<file path="config.mk">
export PLATFORM = sky130hd
export DESIGN_NAME = posit_mac_feeder_flat
export DESIGN_NICKNAME = d
export VERILOG_FILES = /design/src/rtl/posit_mac_pkg.sv /design/src/rtl/posit_mac_feeder_if.sv /design/src/rtl/posit_wbuf.sv /design/src/rtl/posit_mac_feeder.sv /design/src/flat_wrapper.sv
export SDC_FILE = /design/constraint.sdc
export NUM_CORES = 1
export LEC_CHECK = 0
export ABC_AREA = 0
export CORE_ASPECT_RATIO = 0.5
export CORE_MARGIN = 2
export CORE_UTILIZATION = 30
export DETAILED_ROUTE_END_ITERATION = 8
export GPL_TIMING_DRIVEN = 1
export PLACE_DENSITY = 0.6
export REMOVE_ABC_BUFFERS = 1
export SYNTH_ARGS = -nofsm -noshare
export SYNTH_HDL_FRONTEND = slang
export SYNTH_HIERARCHICAL = 1
export SYNTH_SLANG_ARGS = --single-unit
</file>
<file path="constraint.sdc">
create_clock -name clk_i -period 4 [get_ports clk_i]
set_clock_uncertainty 0.2 [all_clocks]
set_input_delay 0.8 -clock clk_i [delete_from_list [all_inputs] [get_ports clk_i]]
set_output_delay 0.8 -clock clk_i [all_outputs]
set_load 0.005 [all_outputs]
</file>
<file path="src/rtl/posit_mac_pkg.sv">
// ----------------------------------------------------------------------------
// posit_mac_pkg
// Definitions shared by the posit MAC feeder and the MAC datapath top:
//   - default posit word width, window length and window-count width
//   - WK: index/counter width able to hold the values 0..K
//   - state_t: feeder FSM state encoding
// ----------------------------------------------------------------------------
package posit_mac_pkg;

   localparam int WIDTH_DEF  = 8;
   localparam int K_DEF      = 9;
   localparam int NWIN_W_DEF = 16;
   localparam int WK         = $clog2(K_DEF + 1);

   typedef enum logic [2:0] {
      IDLE     = 3'd0,
      LOAD_W   = 3'd1,
      STREAM   = 3'd2,
      WAIT_RES = 3'd3,
      DRAIN    = 3'd4
   } state_t;

endpackage

</file>
<file path="src/rtl/posit_mac_feeder_if.sv">
// ----------------------------------------------------------------------------
// posit_mac_feeder_if
// Bundles every feeder signal except clock and reset.
//   control : start_i, cfg_nwin_i, busy_o, done_o, err_o
//   weights : w_vld_i, w_data_i
//   acts    : d_vld_i, d_rdy_o, d_data_i
//   to MAC  : mac_vld_o, mac_win_o, mac_din_o
//   from MAC: mac_vld_i, mac_acc_i
//   result  : res_vld_o, res_rdy_i, res_data_o
// Modport slave is the feeder side; master is the environment side.
// ----------------------------------------------------------------------------
interface posit_mac_feeder_if
   import posit_mac_pkg::*;
#(
   parameter int WIDTH  = WIDTH_DEF,
   parameter int NWIN_W = NWIN_W_DEF
);

   logic              start_i;
   logic [NWIN_W-1:0] cfg_nwin_i;
   logic              w_vld_i;
   logic [WIDTH-1:0]  w_data_i;
   logic              d_vld_i;
   logic              d_rdy_o;
   logic [WIDTH-1:0]  d_data_i;
   logic              mac_vld_o;
   logic [WIDTH-1:0]  mac_win_o;
   logic [WIDTH-1:0]  mac_din_o;
   logic              mac_vld_i;
   logic [WIDTH-1:0]  mac_acc_i;
   logic              res_vld_o;
   logic              res_rdy_i;
   logic [WIDTH-1:0]  res_data_o;
   logic              busy_o;
   logic              done_o;
   logic              err_o;

   modport slave (
      input  start_i, cfg_nwin_i, w_vld_i, w_data_i, d_vld_i, d_data_i,
             mac_vld_i, mac_acc_i, res_rdy_i,
      output d_rdy_o, mac_vld_o, mac_win_o, mac_din_o, res_vld_o, res_data_o,
             busy_o, done_o, err_o
   );

   modport master (
      output start_i, cfg_nwin_i, w_vld_i, w_data_i, d_vld_i, d_data_i,
             mac_vld_i, mac_acc_i, res_rdy_i,
      input  d_rdy_o, mac_vld_o, mac_win_o, mac_din_o, res_vld_o, res_data_o,
             busy_o, done_o, err_o
   );

endinterface

</file>
<file path="src/rtl/posit_wbuf.sv">
// ----------------------------------------------------------------------------
// posit_wbuf
// K x WIDTH weight register file: one synchronous write port, one
// combinational read port addressed by beat index.
//   clk_i   in  clock, rising edge
//   rstn    in  synchronous reset, active low (clears all entries)
//   i_we    in  write enable
//   i_widx  in  write index 0..K-1
//   i_wdata in  write data
//   i_ridx  in  read index 0..K-1
//   o_rdata out read data (0 for an index outside 0..K-1)
// ----------------------------------------------------------------------------
module posit_wbuf
   import posit_mac_pkg::*;
#(
   parameter int WIDTH = WIDTH_DEF,
   parameter int K     = K_DEF,
   parameter int IDX_W = $clog2(K + 1)
) (
   input  logic             clk_i,
   input  logic             rstn,
   input  logic             i_we,
   input  logic [IDX_W-1:0] i_widx,
   input  logic [WIDTH-1:0] i_wdata,
   input  logic [IDX_W-1:0] i_ridx,
   output logic [WIDTH-1:0] o_rdata
);

   logic [WIDTH-1:0] r_mem [K];

   // NOTE: clocked state uses non-blocking (<=) so every register samples
   // pre-edge values regardless of process evaluation order.
   always_ff @(posedge clk_i) begin
      if (!rstn) begin
         // NOTE: this small register file is reset (an aborted job must not
         // leave stale weights); large RAMs normally are not.
         for (int i = 0; i < K; i++) r_mem[i] <= '0;
      end else if (i_we) begin
         for (int i = 0; i < K; i++)
            if (i_widx == IDX_W'(i)) r_mem[i] <= i_wdata;
      end
   end

   always_comb begin
      // NOTE: default assigned first so no path leaves o_rdata unassigned,
      // which would infer a latch.
      o_rdata = '0;
      for (int i = 0; i < K; i++)
         if (i_ridx == IDX_W'(i)) o_rdata = r_mem[i];
   end

endmodule

</file>
<file path="src/rtl/posit_mac_feeder.sv">
// ----------------------------------------------------------------------------
// posit_mac_feeder
// Operand sequencer in front of the posit MAC. Loads K weights once per job,
// then streams NWIN windows of K activations as (win, din, vld) beats and
// captures each window result into a one-entry ready/valid buffer. A new
// window is not started until the previous result has left the buffer, so the
// MAC never sees window n+1 before window n's result is held.
//   clk_i, rstn : clock (rising edge), synchronous active-low reset
//   bus (slave) : start_i/cfg_nwin_i job control, w_* weight load,
//                 d_* activation stream, mac_* MAC beat/result interface,
//                 res_* result buffer, busy_o/done_o/err_o status
// ----------------------------------------------------------------------------
module posit_mac_feeder
   import posit_mac_pkg::*;
#(
   parameter int WIDTH  = WIDTH_DEF,
   parameter int K      = K_DEF,
   parameter int NWIN_W = NWIN_W_DEF
) (
   input  logic              clk_i,
   input  logic              rstn,
   posit_mac_feeder_if.slave bus
);

   localparam int               IDX_W    = $clog2(K + 1);
   localparam logic [IDX_W-1:0] IDX_LAST = IDX_W'(K - 1);
   localparam logic [IDX_W-1:0] IDX_K    = IDX_W'(K);

   state_t            r_state;
   state_t            w_state_nxt;
   logic [IDX_W-1:0]  r_widx;
   logic [IDX_W-1:0]  r_bidx;
   logic [NWIN_W-1:0] r_nwin;
   logic [NWIN_W-1:0] r_win_cnt;
   logic [NWIN_W-1:0] w_win_nxt;
   logic              r_mac_vld;
   logic [WIDTH-1:0]  r_mac_win;
   logic [WIDTH-1:0]  r_mac_din;
   logic              r_res_vld;
   logic [WIDTH-1:0]  r_res_data;
   logic              r_done;
   logic              r_err;

   logic              w_start_job;
   logic              w_w_we;
   logic              w_d_rdy;
   logic              w_accept;
   logic              w_res_load;
   logic              w_res_take;
   logic              w_done_set;
   logic [WIDTH-1:0]  w_wgt;

   posit_wbuf #(
      .WIDTH (WIDTH),
      .K     (K),
      .IDX_W (IDX_W)
   ) u_wbuf (
      .clk_i   (clk_i),
      .rstn    (rstn),
      .i_we    (w_w_we),
      .i_widx  (r_widx),
      .i_wdata (bus.w_data_i),
      .i_ridx  (r_bidx),
      .o_rdata (w_wgt)
   );

   assign w_win_nxt  = r_win_cnt + NWIN_W'(1);
   // The buffer drains in any state; a pending result only blocks STREAM.
   assign w_res_take = r_res_vld & bus.res_rdy_i;

   always_ff @(posedge clk_i) begin
      if (!rstn) r_state <= IDLE;
      else       r_state <= w_state_nxt;
   end

   always_comb begin
      w_state_nxt = r_state;
      w_start_job = 1'b0;
      w_w_we      = 1'b0;
      w_d_rdy     = 1'b0;
      w_accept    = 1'b0;
      w_res_load  = 1'b0;
      w_done_set  = 1'b0;
      case (r_state)
         IDLE: begin
            if (bus.start_i) begin
               if (bus.cfg_nwin_i != '0) begin
                  w_start_job = 1'b1;
                  w_state_nxt = LOAD_W;
               end else begin
                  // Empty job: finish immediately without leaving IDLE.
                  w_done_set = 1'b1;
               end
            end
         end
         LOAD_W: begin
            if (bus.w_vld_i) begin
               w_w_we = 1'b1;
               if (r_widx == IDX_LAST) w_state_nxt = STREAM;
            end
         end
         STREAM: begin
            w_d_rdy  = (r_bidx < IDX_K) & ~r_res_vld;
            w_accept = bus.d_vld_i & w_d_rdy;
            if (w_accept && r_bidx == IDX_LAST) w_state_nxt = WAIT_RES;
         end
         WAIT_RES: begin
            if (bus.mac_vld_i) begin
               w_res_load  = 1'b1;
               w_state_nxt = (w_win_nxt == r_nwin) ? DRAIN : STREAM;
            end
         end
         DRAIN: begin
            if (w_res_take) begin
               w_done_set  = 1'b1;
               w_state_nxt = IDLE;
            end
         end
         default: w_state_nxt = IDLE;
      endcase
   end

   always_ff @(posedge clk_i) begin
      if (!rstn) begin
         r_widx     <= '0;
         r_bidx     <= '0;
         r_nwin     <= '0;
         r_win_cnt  <= '0;
         r_mac_vld  <= 1'b0;
         r_mac_win  <= '0;
         r_mac_din  <= '0;
         r_res_vld  <= 1'b0;
         r_res_data <= '0;
         r_done     <= 1'b0;
         r_err      <= 1'b0;
      end else begin
         if (w_start_job) begin
            r_nwin    <= bus.cfg_nwin_i;
            r_win_cnt <= '0;
            r_widx    <= '0;
            r_bidx    <= '0;
         end

         if (w_w_we) r_widx <= (r_widx == IDX_LAST) ? '0 : r_widx + IDX_W'(1);

         // Beat stage: a pulse per accept; win/din hold between beats.
         r_mac_vld <= w_accept;
         if (w_accept) begin
            r_mac_win <= w_wgt;
            r_mac_din <= bus.d_data_i;
            r_bidx    <= (r_bidx == IDX_LAST) ? '0 : r_bidx + IDX_W'(1);
         end

         // STREAM waits for an empty buffer, so a load never meets a take.
         assert (!(w_res_load && w_res_take));
         if (w_res_load) begin
            r_res_vld  <= 1'b1;
            r_res_data <= bus.mac_acc_i;
            r_win_cnt  <= w_win_nxt;
         end else if (w_res_take) begin
            r_res_vld <= 1'b0;
         end

         r_done <= w_done_set;

         if (bus.mac_vld_i && r_state != WAIT_RES) r_err <= 1'b1;
      end
   end

   assign bus.d_rdy_o    = w_d_rdy;
   assign bus.mac_vld_o  = r_mac_vld;
   assign bus.mac_win_o  = r_mac_win;
   assign bus.mac_din_o  = r_mac_din;
   assign bus.res_vld_o  = r_res_vld;
   assign bus.res_data_o = r_res_data;
   assign bus.busy_o     = (r_state != IDLE);
   assign bus.done_o     = r_done;
   assign bus.err_o      = r_err;

endmodule

</file>
<file path="src/flat_wrapper.sv">
// flat-port wrapper written by rule: the top's interface ports become plain ports
module posit_mac_feeder_flat import posit_mac_pkg::*;
#(
   parameter int WIDTH  = WIDTH_DEF,
   parameter int K      = K_DEF,
   parameter int NWIN_W = NWIN_W_DEF
)
  (clk_i, rstn, bus_start_i, bus_cfg_nwin_i, bus_w_vld_i, bus_w_data_i, bus_d_vld_i, bus_d_data_i, bus_mac_vld_i, bus_mac_acc_i, bus_res_rdy_i, bus_d_rdy_o, bus_mac_vld_o, bus_mac_win_o, bus_mac_din_o, bus_res_vld_o, bus_res_data_o, bus_busy_o, bus_done_o, bus_err_o);
  posit_mac_feeder_if #(.WIDTH(WIDTH), .NWIN_W(NWIN_W)) bus_i ();
  input  logic clk_i;
  input  logic rstn;
  input wire logic [$bits(bus_i.start_i)-1:0] bus_start_i;
  input wire logic [$bits(bus_i.cfg_nwin_i)-1:0] bus_cfg_nwin_i;
  input wire logic [$bits(bus_i.w_vld_i)-1:0] bus_w_vld_i;
  input wire logic [$bits(bus_i.w_data_i)-1:0] bus_w_data_i;
  input wire logic [$bits(bus_i.d_vld_i)-1:0] bus_d_vld_i;
  input wire logic [$bits(bus_i.d_data_i)-1:0] bus_d_data_i;
  input wire logic [$bits(bus_i.mac_vld_i)-1:0] bus_mac_vld_i;
  input wire logic [$bits(bus_i.mac_acc_i)-1:0] bus_mac_acc_i;
  input wire logic [$bits(bus_i.res_rdy_i)-1:0] bus_res_rdy_i;
  output wire logic [$bits(bus_i.d_rdy_o)-1:0] bus_d_rdy_o;
  output wire logic [$bits(bus_i.mac_vld_o)-1:0] bus_mac_vld_o;
  output wire logic [$bits(bus_i.mac_win_o)-1:0] bus_mac_win_o;
  output wire logic [$bits(bus_i.mac_din_o)-1:0] bus_mac_din_o;
  output wire logic [$bits(bus_i.res_vld_o)-1:0] bus_res_vld_o;
  output wire logic [$bits(bus_i.res_data_o)-1:0] bus_res_data_o;
  output wire logic [$bits(bus_i.busy_o)-1:0] bus_busy_o;
  output wire logic [$bits(bus_i.done_o)-1:0] bus_done_o;
  output wire logic [$bits(bus_i.err_o)-1:0] bus_err_o;
  assign bus_i.start_i = bus_start_i;
  assign bus_i.cfg_nwin_i = bus_cfg_nwin_i;
  assign bus_i.w_vld_i = bus_w_vld_i;
  assign bus_i.w_data_i = bus_w_data_i;
  assign bus_i.d_vld_i = bus_d_vld_i;
  assign bus_i.d_data_i = bus_d_data_i;
  assign bus_i.mac_vld_i = bus_mac_vld_i;
  assign bus_i.mac_acc_i = bus_mac_acc_i;
  assign bus_i.res_rdy_i = bus_res_rdy_i;
  assign bus_d_rdy_o = bus_i.d_rdy_o;
  assign bus_mac_vld_o = bus_i.mac_vld_o;
  assign bus_mac_win_o = bus_i.mac_win_o;
  assign bus_mac_din_o = bus_i.mac_din_o;
  assign bus_res_vld_o = bus_i.res_vld_o;
  assign bus_res_data_o = bus_i.res_data_o;
  assign bus_busy_o = bus_i.busy_o;
  assign bus_done_o = bus_i.done_o;
  assign bus_err_o = bus_i.err_o;
  posit_mac_feeder #(.WIDTH(WIDTH), .K(K), .NWIN_W(NWIN_W)) u_core (.clk_i(clk_i), .rstn(rstn), .bus(bus_i));
endmodule
</file>
==> run_results.csv, run 1 <==
group,metric,value,unit
worst_setup_path,reg2reg_depth,6,
timing,relSlewSlack,49.70,%
global_route,grt_max_degree,54,
worst_setup_path,path_class,"reg -> out",
layout,fin_nets,764,
timing,slew_violations,0,
die,io_pins,77,
worst_setup_path,arrival,2.21,ns
die,num_rows,38,
worst_setup_path,crit_start,"u_core/r_bidx[0]$_SDFFE_PN0P_",
timing,worstMarginPinSlew,0.7529,ns
synth,synth-edff-count,72,
detailed_routing,via_count,4975,
detailed_routing,routed_via_density,4.863,
cts,cts.reportedPaths.clkPinSlew,0.06,ns
detailed_routing,drc,0,
die,die_h,110.5,um
die,core,21970,um2
flow_run,maxCapViolations,0,
timing,fin_crit,3.215,ns
detailed_routing,routed_wl,15990,um
global_route,grt_pass1_wl,25830,um
worst_setup_path,start_kind,"flip-flop",
synth,ys_seq_elements,143,
detailed_routing,dr.first_iter.drc_count,343,
detailed_routing,wire_per_inst,15.63,um
synth,ys.flop_type,"edfxtp_1",
die,die-width,217.0,um
worst_hold_path,worstHoldPathCells,2,
layout,layout_common_cells,"nand2_1 (80), clkdlybuf4s50_1 (75), edfxtp_1 (72), dfxtp_1 (70), a21oi_1 (34)",
global_route,antenna_found_initial,0,
cts,cts_buffers,17,
status,status,"completed",
synth,synth.area.top_cells,"edfxtp_1 (32%), dfxtp_1 (21%), mux2i_1 (4.9%)",
worst_setup_path,worst-path-max-fanout,4,
synth,ys_warn_count,6,
worst_setup_path,reg2reg_slack,1.30,ns
synth,synth_area,6804,um2
timing,setup_tns,0,ns
timing,whs,0.2541,ns
cts,insertion_delay,0.42,ns
cts,clk_root_buffer_cell,"clkbuf_16",
synth,ys_seq_area_share,52.67,%
worst_hold_path,min_to,"u_core/bus.mac_win_o[7]$_SDFFE_PN0P_",
cts,postCtsSetupRepairBufs,0,
pwr,power_leakage,2.842,nW
worst_hold_path,hold_class,"reg -> reg",
synth,synth_cell_types,67,
die,dieArea,23970,um2
timing,post-route-period-util,80.37,%
layout,drive_gt1_share,8.852,%
timing,max_freq,311.1,MHz
worst_setup_path,required,3.00,ns
placement,portBuffers,76,
worst_setup_path,reg2reg_from,"u_core/r_win_cnt[0]$_SDFFE_PN0P_",
cts,ctsHoldBuffers,0,
global_route,grt_usage,13.73,%
synth,async_flop_share,0,%
global_route,gr-total-overflow,0,
pwr,ir_drop,0.1776,mV
layout,final_common_cell,"nand2_1",
cts,cts_tree,"yes",
global_route,grt_pass1_vias,4900,
synth,syn_area_per_cell,10.61,um2
layout,fillers,2168,
synth,synthCells,641,
worst_setup_path,reg2reg_to,"u_core/r_state[1]$_SDFFE_PN0P_",
die,start_util,30.98,%
placement,gp_congestion,0.8159,
timing,setup_violations,0,
cts,ctsResizeCount,0,
cts,clock_path_buffers,2,
synth,synth_area_leader_cell,"edfxtp_1",
synth,synth_top_area_share,31.78,%
layout,n_antenna_cell,0,
layout,area_delta_synth_final,22.95,%
timing,final-hold-violation-count,0,
detailed_routing,dr.pass1.iters,4,
placement,hpwl,10670,um
cts,htreeDepth,4,
timing,rsz0062_at_grt,"false",
cts,cts.sinks,143,
worst_hold_path,hp-start,"u_core/bus.mac_win_o[7]$_SDFFE_PN0P_",
detailed_routing,postRouteAntennaNets,0,
pwr,p_per_area,393.3,nW/um2
worst_setup_path,setup.worst_path.end_class,"output port",
-- logic make-up (layout without fill, tap and decap cells) --
kind of cell    Yosys count  in the layout  synth area share, %
simple gates            222            222                17.95
compound gates          154            154                15.87
flops                   143            143                52.67
buf+inv                  62            144                4.836
mux                      33             33                4.855
xor+xnor                 20             20                2.575
fa+ha+maj                 7              7                1.250
-- power by group --
part / internal, mW / switching [mW] / total (mW)
Clock: 0.856 / 0.618 / 1.47
Combinational: 0.106 / 0.101 / 0.207
Sequential: 1.59 / 0.0228 / 1.61
-- layer usage --
layer / vias up / routed length [um] / global-route usage, % / share of wire (%)
li1: 2484 / - / - / -
met1: 2406 / 7298 / 17.30 / 46
met3: 13 / 566 / 3.223 / 3.5
met5: - / 0 / 0 / 0
met4: 0 / 187 / 4.292 / 1.2
met2: 72 / 7941 / 23.26 / 50
-- worst max-delay path by stage --
stage	to	slack [ns]	cells past startpoint
floorplan	u_core/r_bidx[2]$_SDFFE_PN0P_	1.08	8
finish	bus_d_rdy_o	0.79	5
global placement	u_core/r_win_cnt[8]$_SDFFE_PN0P_	0.65	8
CTS	bus_d_rdy_o	0.79	5
global route	bus_d_rdy_o	0.64	5
detailed placement	u_core/r_win_cnt[6]$_SDFFE_PN0P_	0.62	7
-- area by class of cell --
| class | count | area (um2) | share of cell area (%) |
|---|---|---|---|
| repair buffers | 95 | 898.4 | 10.74 |
| multi-input cells | 436 | 2892 | 34.56 |
| clock buffers | 19 | 432.9 | 5.175 |
| clock inverters | 12 | 115.1 | 1.376 |
| inverters | 18 | 67.56 | 0.8077 |
| flip-flops and latches | 143 | 3585 | 42.85 |
| well taps | 300 | 375.4 | 4.487 |
-- through the flow --
stage / total power [mW] / worst slack, ns / cell area (um2) / util (%) / std cells
global route: 3.417 / 0.6414 / 8366 / 38.08 / 1023
detailed placement: 1.851 / 0.6213 / 7818 / 35.59 / 992
CTS: 3.327 / 0.7851 / 8366 / 38.08 / 1023
finish: 3.290 / 0.7854 / 8366 / 38.08 / 1023
floorplan: 1.739 / 1.082 / 6543 / - / 597
global placement: 1.845 / 0.6499 / 7818 / 35.59 / 992
-- cell usage after synthesis (4+ instances only) --
cell	instances
nor4_1	5
o21ai_0	24
nand2b_1	10
mux2i_1	33
nand4bb_1	7
o221ai_1	8
a31oi_1	9
nand3_1	14
nor2_1	23
edfxtp_1	72
nand2_1	80
o211ai_1	4
inv_1	17
xor2_1	9
o21a_1	4
nor2b_1	23
buf_2	12
dfxtp_1	71
a221o_1	8
a21boi_1	12
a21oi_1	34
a21boi_0	25
nand4_1	10
nor3_1	6
and3_1	5
buf_6	5
ha_1	6
and2_1	14
a211oi_1	8
xnor2_1	11
buf_4	4
clkbuf_1	18
-- worst max-delay path: stages (launching register included) --
cell and delay [ns]:
dfxtp_1 0.31, inv_1 0.09, ha_1 0.18, nand2b_1 0.07, a2111oi_2 0.54, clkdlybuf4s50_1 0.62
-- registers in the layout, summed over array words and instances, names as in the netlist --
register,count
u_core/bus.done_o,1
u_core/bus.err_o,1
u_core/bus.mac_din_o,8
u_core/bus.mac_vld_o,1
u_core/bus.mac_win_o,8
u_core/bus.res_data_o,8
u_core/bus.res_vld_o,1
u_core/r_bidx,4
u_core/r_nwin,16
u_core/r_state,3
u_core/r_widx,4
u_core/r_win_cnt,16
u_core/u_wbuf/r_mem,72
Power figures use the tool's default switching activity.
==> inputs of run 2 (changes only) <==
Settings changed: PLACE_DENSITY 0.6 to 0.62.
Clock period 4 ns to 2.7 ns, I/O delays scaled along.
==> run_results.csv, run 2 (same netlist as run 1, synthesis figures left out) <==
group,metric,value,unit
status,status,"completed",
layout,fillers,2166,
global_route,grt_max_degree,48,
pwr,p_per_area,585.7,nW/um2
layout,n_antenna_cell,0,
timing,setup_ws,0.1858,ns
worst_setup_path,worst-path-max-fanout,12,
worst_hold_path,worstHoldPathCells,2,
timing,worstMarginPinSlew,0.6169,ns
layout,fin_area,8602,um2
worst_hold_path,hold_class,"reg -> reg",
detailed_routing,wire_per_inst,15.29,um
timing,final-hold-violation-count,0,
timing,max_freq,397.7,MHz
layout,largestRegisters,"u_core/u_wbuf/r_mem x72, u_core/r_nwin x16, u_core/r_win_cnt x16",
layout,layout_common_cells,"nand2_1 (80), clkdlybuf4s50_1 (74), edfxtp_1 (72), dfxtp_1 (71), buf_4 (42)",
placement,placed_cells,1015,
detailed_routing,drc,0,
detailed_routing,dr.pass1.iters,8,
cts,clk_root_buffer_cell,"clkbuf_16",
flow_run,maxCapViolations,0,
timing,setup_violations,0,
global_route,grt_pass1_wl,25950,um
placement,dp_slack,-0.1842,ns
detailed_routing,routed_via_density,4.895,
worst_setup_path,reg2reg_depth,7,
worst_setup_path,arrival,1.77,ns
timing,fin_crit,2.514,ns
layout,largest_register,"u_core/u_wbuf/r_mem",
detailed_routing,via_count,5130,
cts,cts_buffers,17,
global_route,antenna_found_initial,0,
global_route,grt_usage,13.54,%
timing,setup_tns,0,ns
layout,drive_gt1_share,12.03,%
worst_setup_path,setup.worst_path.end_class,"output port",
timing,slew_violations,0,
worst_setup_path,required,1.96,ns
global_route,grt_pass1_vias,5020,
worst_setup_path,path_class,"reg -> out",
pwr,ir_drop,0.4207,mV
timing,post-route-period-util,93.12,%
pwr,total_power,5.038,mW
die,dieArea,23970,um2
cts,ctsHoldBuffers,0,
die,die_h,110.5,um
layout,final_common_cell,"nand2_1",
layout,fin_nets,788,
pwr,power_leakage,3.002,nW
worst_hold_path,hp-start,"u_core/bus.mac_win_o[2]$_SDFFE_PN0P_",
die,core,21970,um2
placement,gp_congestion,0.8205,
detailed_routing,dr.first_iter.drc_count,420,
die,io_pins,77,
worst_setup_path,crit_start,"u_core/r_state[1]$_SDFFE_PN0P_",
timing,rsz0062_at_grt,"false",
placement,portBuffers,76,
timing,relSlewSlack,58.70,%
die,die-width,217.0,um
die,num_rows,38,
detailed_routing,postRouteAntennaNets,0,
cts,cts_tree,"yes",
layout,area_delta_synth_final,26.43,%
global_route,gr-total-overflow,0,
cts,clock_path_buffers,2,
detailed_routing,routed_wl,16030,um
placement,hpwl,10800,um
worst_setup_path,reg2reg_from,"u_core/r_win_cnt[1]$_SDFFE_PN0P_",
timing,whs,0.2526,ns
cts,cts.sinks,143,
cts,htreeDepth,4,
worst_setup_path,start_kind,"flip-flop",
layout,finalNonFillerCells,1048,
layout,largest_reg_flops,72,
cts,cts.reportedPaths.clkPinSlew,0.07,ns
placement,placed_area,8001,um2
die,start_util,30.98,%
cts,insertion_delay,0.41,ns
layout,utilization,39.16,%
-- run 2: changes by cell type in the layout (fill, tap and decap cells not counted), sizes merged --
cell           change
inv                +8
buf               +24
clkbuf             +1
clkinv             -6
clkdlybuf4s50      -1
clkinvlp           -1
dlygate4sd2        +1
bufinv             -1
-- run 2: worst max-delay path, cell delays in order (launching register included) --
cell and delay [ns]:
dfxtp_1 0.44, nor3_2 0.40, inv_1 0.07, clkdlybuf4s50_1 0.45
-- run 2: power breakdown --
part	switching, mW	internal, mW	total [mW]	leakage [nW]
registers	0.0354	2.35	2.39	1.32
logic	0.154	0.168	0.322	1.40
clock network	1.00	1.33	2.33	0.287
total	1.19	3.84	5.04	3.00
-- run 2: final cells by class --
type                            count  area (um2)  share of cell area (%)
Sequential cell                   143        3583                   41.66
Tap cell                          300       375.4                   4.364
Clock buffer                       20       479.2                   5.571
Inverter                           18       67.56                  0.7855
Multi-Input combinational cell    436        2897                   33.67
Timing Repair Buffer              119        1090                   12.67
Clock inverter                     12       110.1                   1.280
-- run 2: final timing paths --
| check | endpoint | slack, ns |
|---|---|---|
| worst max-delay path | bus_busy_o | 0.19 |
| worst min register to register | u_core/bus.mac_win_o[2]$_SDFFE_PN0P_ | 0.25 |
| worst min-delay path | u_core/bus.mac_win_o[2]$_SDFFE_PN0P_ | 0.25 |
| worst max register to register | u_core/r_state[1]$_SDFFE_PN0P_ | 0.26 |
-- run 2: repair_timing --
item / 4_1_cts / 5_1_grt
endpoints found under the hold margin: 0 / 0
endpoints found under the setup margin: 2 / 1
resized for setup: 2 / 0
buffers inserted: 1 / 0
pin swaps: 0 / 1
-- run 2: layer usage --
layer / wire, um / track usage (%) / share of wire (%) / up-vias
met5: 0 / 0 / 0 / -
met4: 83 / 3.288 / 0.52 / 0
met3: 631 / 2.893 / 3.9 / 9
met2: 7768 / 23.07 / 48 / 98
met1: 7542 / 17.49 / 47 / 2492
li1: - / - / - / 2531
==> inputs of run 3 (changes only) <==
Settings changed: CTS_CLUSTER_SIZE set to 12, TNS_END_PERCENT set to 1.
==> results of run 3 <==
Final layout, timing and power as in run 2 (identical DEF).
